**config.mk**
```make
export PLATFORM = sky130hd
export DESIGN_NAME = gp_pattern_det
export DESIGN_NICKNAME = d
export VERILOG_FILES = /design/src/rtl/gp_pattern_det_pkg.sv /design/src/rtl/gp_pattern_det_shreg.sv /design/src/rtl/gp_pattern_det.sv
export SDC_FILE = /design/constraint.sdc
export NUM_CORES = 1
export LEC_CHECK = 0
export ABC_AREA = 1
export BUFFER_PORTS_ARGS = -buffer_cell sky130_fd_sc_hd__buf_2
export CAP_MARGIN = 20
export CORE_MARGIN = 2
export CORE_UTILIZATION = 35
export CTS_BUF_LIST = sky130_fd_sc_hd__clkbuf_2 sky130_fd_sc_hd__clkbuf_4 sky130_fd_sc_hd__clkbuf_8
export DETAILED_ROUTE_END_ITERATION = 8
export PLACE_DENSITY = 0.67
export SYNTH_ARGS = -nofsm -noshare
export SYNTH_HDL_FRONTEND = slang
export SYNTH_SLANG_ARGS = --single-unit
```
**constraint.sdc**
```tcl
create_clock -name CLK -period 2.1 [get_ports CLK]
set_input_delay 0.525 -clock CLK [delete_from_list [all_inputs] [get_ports CLK]]
set_output_delay 0.525 -clock CLK [all_outputs]
set_load 0.005 [all_outputs]
```
**src/rtl/gp_pattern_det_pkg.sv**
```systemverilog
// Shared types and helpers for the serial pattern detector.
// Optional error counter is enabled by GP_PATTERN_DET_ERRCNT_EN.
package gp_pattern_det_pkg;

  typedef enum logic {
    ST_HUNT,
    ST_LOCKED
  } state_t;

  localparam int WIN_W    = 16;
  localparam int PHASE_W  = 4;
  localparam int FILL_W   = 5;
  localparam int MISS_W   = 3;
  localparam int ERRCNT_W = 8;

  function automatic logic [WIN_W-1:0] mask_len(
    input logic [FILL_W-1:0] len
  );
    logic [WIN_W-1:0] m;
    m = '0;
    for (int i = 0; i < WIN_W; i++) begin
      if (i < int'(len)) m[i] = 1'b1;
    end
    return m;
  endfunction

endpackage

```
**src/rtl/gp_pattern_det_shreg.sv**
```systemverilog
// Masked serial shift window with a saturating fill counter.
// Part of gp_pattern_det (optional macro GP_PATTERN_DET_ERRCNT_EN).
module gp_pattern_det_shreg
  import gp_pattern_det_pkg::*;
#(
  parameter logic [FILL_W-1:0] LEN = 5'd16
) (
  input  logic              i_clk,
  input  logic              i_rst,
  input  logic              i_en,
  input  logic              i_bit,
  output logic [WIN_W-1:0]  o_win,
  output logic [WIN_W-1:0]  o_win_nxt,
  output logic [FILL_W-1:0] o_fill_nxt
);

  localparam logic [WIN_W-1:0] MASK = mask_len(LEN);

  logic [WIN_W-1:0]  r_win;
  logic [FILL_W-1:0] r_fill;

  assign o_win      = r_win;
  assign o_win_nxt  = {r_win[WIN_W-2:0], i_bit} & MASK;
  assign o_fill_nxt = (r_fill == LEN) ? r_fill
                                      : r_fill + 5'd1;

  always_ff @(posedge i_clk) begin
    if (i_rst) begin
      r_win  <= '0;
      r_fill <= '0;
    end else if (i_en) begin
      r_win  <= o_win_nxt;
      r_fill <= o_fill_nxt;
    end
  end

endmodule

```
**src/rtl/gp_pattern_det.sv**
```systemverilog
// Serial frame hunter/lock checker with match/error pulses.
// Define GP_PATTERN_DET_ERRCNT_EN to build the saturating ERRCNT.
module gp_pattern_det
  import gp_pattern_det_pkg::*;
#(
  parameter logic [15:0] PATTERN_DATA = 16'h0,
  parameter logic [4:0]  PATTERN_LEN  = 5'd16,
  parameter logic [2:0]  LOCK_LOSS    = 3'd2
) (
  input  logic        CLK,
  input  logic        RST,
  input  logic        IN,
  input  logic        EN,
  output logic        MATCH,
  output logic        ERR,
  output logic        LOCKED,
  output logic [15:0] POUT,
  output logic [7:0]  ERRCNT
);

  generate
    if (PATTERN_LEN < 5'd2 || PATTERN_LEN > 5'd16) begin : g_bad_len
      $fatal(1, "gp_pattern_det: PATTERN_LEN out of range 2..16");
    end
    if (LOCK_LOSS == 3'd0) begin : g_bad_ll
      $fatal(1, "gp_pattern_det: LOCK_LOSS out of range 1..7");
    end
  endgenerate

  localparam logic [PHASE_W-1:0] LAST =
    PATTERN_LEN[PHASE_W-1:0] - 4'd1;

  logic [WIN_W-1:0]   w_win;
  logic [WIN_W-1:0]   w_win_nxt;
  logic [FILL_W-1:0]  w_fill_nxt;

  state_t             r_state;
  logic [PHASE_W-1:0] r_phase;
  logic [MISS_W-1:0]  r_miss;
  logic               r_match;
  logic               r_err;

  state_t             w_state_n;
  logic [PHASE_W-1:0] w_phase_n;
  logic [MISS_W-1:0]  w_miss_n;
  logic [MISS_W-1:0]  w_miss_inc;
  logic               w_match_n;
  logic               w_err_n;
  logic               w_good;
  logic               w_full;

  gp_pattern_det_shreg #(
    .LEN (PATTERN_LEN)
  ) u_shreg (
    .i_clk      (CLK),
    .i_rst      (RST),
    .i_en       (EN),
    .i_bit      (IN),
    .o_win      (w_win),
    .o_win_nxt  (w_win_nxt),
    .o_fill_nxt (w_fill_nxt)
  );

  // Decisions use the window including the bit sampled this edge.
  assign w_good     = (w_win_nxt == PATTERN_DATA);
  assign w_full     = (w_fill_nxt == PATTERN_LEN);
  assign w_miss_inc = r_miss + 3'd1;

  always_comb begin
    w_state_n = r_state;
    w_phase_n = r_phase;
    w_miss_n  = r_miss;
    w_match_n = 1'b0;
    w_err_n   = 1'b0;
    if (EN) begin
      unique case (r_state)
        ST_HUNT: begin
          if (w_full && w_good) begin
            w_match_n = 1'b1;
            w_state_n = ST_LOCKED;
            w_phase_n = '0;
            w_miss_n  = '0;
          end
        end
        ST_LOCKED: begin
          if (r_phase == LAST) begin
            w_phase_n = '0;
            if (w_good) begin
              w_match_n = 1'b1;
              w_miss_n  = '0;
            end else begin
              w_err_n = 1'b1;
              if (w_miss_inc == LOCK_LOSS) begin
                w_state_n = ST_HUNT;
                w_miss_n  = '0;
              end else begin
                w_miss_n = w_miss_inc;
              end
            end
          end else begin
            w_phase_n = r_phase + 4'd1;
          end
        end
        default: ;
      endcase
    end
  end

  always_ff @(posedge CLK) begin
    if (RST) begin
      r_state <= ST_HUNT;
      r_phase <= '0;
      r_miss  <= '0;
      r_match <= 1'b0;
      r_err   <= 1'b0;
    end else begin
      r_state <= w_state_n;
      r_phase <= w_phase_n;
      r_miss  <= w_miss_n;
      r_match <= w_match_n;
      r_err   <= w_err_n;
    end
  end

  assign MATCH  = r_match;
  assign ERR    = r_err;
  assign LOCKED = (r_state == ST_LOCKED);
  assign POUT   = w_win;

`ifdef GP_PATTERN_DET_ERRCNT_EN
  logic [ERRCNT_W-1:0] r_errcnt;

  always_ff @(posedge CLK) begin
    if (RST) begin
      r_errcnt <= '0;
    end else if (w_err_n && r_errcnt != 8'hFF) begin
      r_errcnt <= r_errcnt + 8'd1;
    end
  end

  assign ERRCNT = r_errcnt;
`else
  assign ERRCNT = 8'h00;
`endif

endmodule

```
Word level (Yosys, flattened, before mapping)
Cells that the tools add are included.
- register bits after elaboration: 31
- output and inout port bits: 27
- logic and storage cells: 43
- add/sub/neg operators: 3
- equality and inequality tests: 6
- muxes and demuxes: 18
- bitwise operators: 3
- reduce and logical (&&, ||, !) cells: 6
- operator list (cell ; count):
    $logic_not A16 Y1 ; 1
    $mux W3 ; 4
    $eq A5 B5 Y1 const B ; 2
    $mux W4 ; 2
    $pmux W4 S2 ; 1
    $mux W1 ; 7
    $pmux W3 S2 ; 1
    $add A5 B1 Y5 const B ; 1
    $mux W5 ; 1
    $add A4 B1 Y4 const B ; 1
    $eq A4 B4 Y1 const B ; 1
    $pmux W1 S2 ; 2
    $reduce_or A4 Y1 ; 1
    $add A3 B1 Y3 const B ; 1
    $eq A3 B2 Y1 const B ; 1
    $not A1 Y1 ; 3
    $reduce_and A3 Y1 ; 1
    $ne A2 B1 Y1 const B ; 1
    $ne A2 B2 Y1 const B ; 1
    $reduce_and A2 Y1 ; 1
    $reduce_or A2 Y1 ; 1
    $logic_and A1 B1 Y1 ; 1

Logic depth before layout (Yosys ltp)
- word-level depth: 6
- depth in mapped cells: 15

By module
A second synthesis with hierarchy kept.
- cell total of the unflattened synthesis: 238
- area total of the unflattened synthesis: 1709.1 µm²
- modules (own cells, without submodules) (module ; instances ; cells an instance ; area an instance (µm²)):
    gp_pattern_det_shreg ; 1 ; 133 ; 997.2
    gp_pattern_det ; 1 ; 105 ; 711.9

Worst setup path after synthesis
Ideal clock, no wire load.
- path type: register to register
- from: register u_shreg.r_fill[0]
- to: register r_phase[3]
- arrival: 1.390 ns
- data required time: 1.987 ns
- slack: 0.597 ns
- cell stages (with the launch flop): 15
- period minus slack after synthesis: 1.503 ns
- cell sequence: dfxtp_1 -> inv_1 -> ha_1 -> nand2_1 -> inv_1 -> nand2_1 -> nand2_1 -> nand2_1 -> nand2_1 -> nor2_2 -> nand2_2 -> nand2_4 -> nand2_1 -> o21ai_1 -> inv_1
- longest elaborated chain between the ends: 6
- elaborated cells between the ends (all ways): 7
- classes of those cells: 1 x add/sub; 3 x eq/ne; 1 x mux; 2 x reduce/logical
- ends and longest elaborated chain (what ; RTL line ; source):
    start: declaration ; gp_pattern_det_shreg.sv:20 ; logic [FILL_W-1:0] r_fill;
    start signal: assignment ; gp_pattern_det_shreg.sv:33 ; r_fill <= o_fill_nxt;
    $add A5 B1 Y5 / $eq A5 B5 Y1 (equally long branches) ; gp_pattern_det_shreg.sv:25, gp_pattern_det_shreg.sv:24 ;
    $mux W5 * ; gp_pattern_det_shreg.sv:24 ; assign o_fill_nxt = (r_fill == LEN) ? r_fill
    $eq A5 B5 Y1 * ; gp_pattern_det.sv:66 ; assign w_full = (w_fill_nxt == PATTERN_LEN);
    $logic_and A1 B1 Y1 * ; gp_pattern_det.sv:78 ; if (w_full && w_good) begin
    $ne A2 B2 Y1 (no line) * ; -- ;
    $reduce_and A2 Y1 (no line) * ; -- ;
    end signal: assignment ; gp_pattern_det.sv:118 ; r_phase <= w_phase_n;
    end: declaration ; gp_pattern_det.sv:38 ; logic [PHASE_W-1:0] r_phase;
Every way passes the cells marked *; elsewhere a longest branch is shown, timed or not.
A chain may end at the register's enable or synchronous reset.

Worst setup path after layout
Same ends and word-level chain as after synthesis.

==> parameters.txt <==
Parameter                              Value

CTS
  Hold-fix buffers at CTS    0
  Setup fix buffers added after clock tree synthesis    0
  Clock tree from TritonCTS    built
  Post-cts repair resize count    0
  CTS buffer count    5
  Root Buffer Master    clkbuf_8
  Clock latency of the later-clocked register in the worst-skew pair    0.28 ns
  Number of levels in the clock H-tree    2
  CTS Buffer Depth    2
  Clock-pin slew reported for the worst setup and hold paths after clock tree synthesis    0.06 ns
  Clk sink count    31

Worst setup path
  Crit path arrival time    1.83 ns
  Critical setup path kind    reg -> reg
  Worst-case reg-to-reg path depth    14
  Worst Path Max Fanout    8
  Reg2reg start    u_shreg.r_fill[0]$_SDFFE_PP0P_
  Reg2reg end    r_phase[3]$_SDFFE_PP0P_
  Worst R2R Setup Slack    0.46 ns
  Setup crit start kind    register
  Endpoint required time on the critical path    2.28 ns
  Critical Path Sink Type    register

Flow run
  Maxcap violations    0

Power
  Clock network fraction of total power    40.6%
  Portion of total power attributed to combinational logic    10.0%
  Cell area power density    741.5 nW/um2
  Switching power as a share of total power    24.60%
  Total leakage power    0.8561 nW
  Net load switching power    0.3188 mW
  Int Pwr    0.9773 mW
  Sequential power share    49.4%
  Peak supply drop    0.0005278 V
  Power Total    1.296 mW

Floorplanning
  Core region area    4086 um2
  Die footprint    4856 um2
  Top Ports    31
  Initial Util    36.96%
  X dimension of the die    69.69 um
  Total number of placement rows    23
  Die extent in y    69.69 um

Layout
  Final cell area excluding filler cells    1748 um2
  Most frequent standard cell in the layout excluding fill and tap cells    nor2_1
  Final core utilization    42.77%
  Share of post-route cells with drive strength above 1    16.12%
  Area delta synth->final    15.74%
  Number of nets in the finished design    250
  Number of antenna diodes    0
  Most frequent cells in the layout    nor2_1, nand2_1, dfxtp_1
  Finished Layout Cells    292

Drt
  Routed wire per std cell    10.11 um
  Via count of the routed design    1330
  Post-route DRC    0
  Total routed wirelength    2.951 mm
  First-pass iteration count of the detailed router    4
  Remaining number of nets flagged by the antenna check after routing    0
  DRC violation total after the first TritonRoute iteration    61
  Number of vias per cell    4.555

Timing
  Setup violations, final    0
  Setup tns final    0 ns
  Clock period minus worst slack    1.644 ns
  Number of hold violations in the final report    0
  Pins over their slew limit    0
  Worst Clk Skew    0.003364 ns
  Worst path setup slack after routing    0.4560 ns
  Post-route worst hold slack    0.4850 ns
  Final cycle utilization of the critical path    78.28%
  Maximum frequency from static timing analysis    0.6083 GHz
  RSZ-0062 raised after global routing    false

Placed design
  Detailed Place HPWL    2.063 mm
  Count of port buffers added during placement    22
  Dpl ws    0.4224 ns
  Final weighted congestion in routability-driven placement    0.7327
  Cell Count Post-Placement    284
  Post-Place Cell Area    1644 um2

Logic synthesis
  Share of the synthesized area in compound gates (AO/OA/AOI/OAI)    11.60%
  Share of cell area taken by muxes after synthesis    0%
  Sequential fraction of the synthesis area    41.09%
  Fraction of the mapped netlist area in adder cells    4.143%
  Summed instance area of the synthesized netlist    1510 um2
  Post-synthesis xor/xnor area fraction    1.160%
  Mean Syn Cell Area    6.959 um2
  Number of different library cells in the post-synthesis netlist    25
  Combinational family with the most area after synthesis    simple AND/OR/NAND/NOR gates
  Fraction of the mapped netlist area in simple logic gates    30.24%
  Post-synthesis sequential element count    31
  Instance count of the mapped netlist    217
  Total number of yosys warnings    0

Hold path
  Hold path startpoint    IN
  Class of the tightest hold or removal check    in -> reg
  Number of cells traversed by the worst hold path    3
  WHS Endpoint    u_shreg.o_win[0]$_SDFFE_PP0P_

Global routing
  Initial antenna violation count    0
  GRT overflow    0
  Vias in the first global route    1213
  Largest net degree at the start of global routing    20
  Global-route wire length before repair    5.209 mm
  Gr usage total    13.16%

Run status
  Run status    completed
registers in the layout (all words and copies together) (netlist names):
signal          flops
ERR                 1
LOCKED              1
MATCH               1
r_miss              3
r_phase             4
u_shreg.o_win      16
u_shreg.r_fill      5
cells by family (layout without fill, tap and decap cells):
group,after synthesis,count (layout)
AOI/OAI and AO/OA,34,34
xor gates and xnor gates,2,2
adders and majority gates,5,5
buffers and inverters,38,56
DFF,31,31
other,1,8
and+or+nand+nor,106,106
layer usage:
metal / up-vias / global-route usage, % / part of all wire (%) / wire length, um
met5: - / 0 / 0 / 0
met4: 0 / 7.051 / 2.0 / 60
met3: 7 / 3.052 / 3.3 / 97
met2: 22 / 19.98 / 44 / 1296
met1: 585 / 17.28 / 51 / 1496
li1: 716 / - / - / -
worst max-delay path by stage:
stage | endpoint | from | slack, ns | cells past startpoint
global placement | r_phase[3]$_SDFFE_PP0P_ | IN | 0.43 | 11
floorplan | r_phase[3]$_SDFFE_PP0P_ | u_shreg.r_fill[0]$_SDFFE_PP0P_ | 0.60 | 14
detailed placement | r_phase[3]$_SDFFE_PP0P_ | IN | 0.42 | 11
finish | r_phase[3]$_SDFFE_PP0P_ | u_shreg.r_fill[0]$_SDFFE_PP0P_ | 0.46 | 14
global route | r_miss[2]$_SDFFE_PP0P_ | u_shreg.r_fill[0]$_SDFFE_PP0P_ | 0.30 | 15
CTS | r_phase[3]$_SDFFE_PP0P_ | u_shreg.r_fill[0]$_SDFFE_PP0P_ | 0.45 | 14
power groups by stage:
stage | logic [mW] | clock network, mW | registers (mW)
after detailed placement | 0.130 | 0 | 0.653
final | 0.130 | 0.526 | 0.640
after CTS | 0.131 | 0.539 | 0.640
after global routing | 0.150 | 0.565 | 0.644
after global placement | 0.129 | 0 | 0.653
after floorplan | 0.0964 | 0 | 0.650
worst max-delay path, cell delays in order (launching register included):
cell and delay [ns]:
dfxtp_1 0.39, inv_1 0.08, ha_1 0.19, nand2_1 0.06, inv_1 0.05, nand2_1 0.07, nand2_1 0.05, nand2_1 0.07
nand2_1 0.06, nor2_2 0.10, nand2_2 0.07, nand2_4 0.10, nand2_1 0.10, o21ai_1 0.12, inv_1 0.04
synthesized netlist by cell type, drive strengths merged:
cell type | instances | share of area, %
nor3 | 3 | 0.99
xor2 | 1 | 0.58
o21ai | 23 | 7.6
o21a | 1 | 0.50
dfxtp | 31 | 41
ha | 5 | 4.1
nor2 | 52 | 13
nand3 | 10 | 4.1
xnor2 | 1 | 0.58
conb | 1 | 0.25
clkbuf | 6 | 1.5
o211ai | 1 | 0.50
nand4 | 4 | 1.7
a21oi | 9 | 3.0
inv | 23 | 5.7
or2 | 2 | 0.83
nand2 | 35 | 9.4
buf | 9 | 4.3
final cells by class:
| type | instances | area [um2] |
|---|---|---|
| clock buffer | 8 | 103.9 |
| fill | 425 | 2338 |
| inverter | 23 | 86.33 |
| multi-input combinational | 155 | 742.0 |
| sequential | 31 | 620.6 |
| tap | 50 | 62.56 |
| timing repair buffer | 25 | 132.6 |
(Power assumes the default switching activity.)
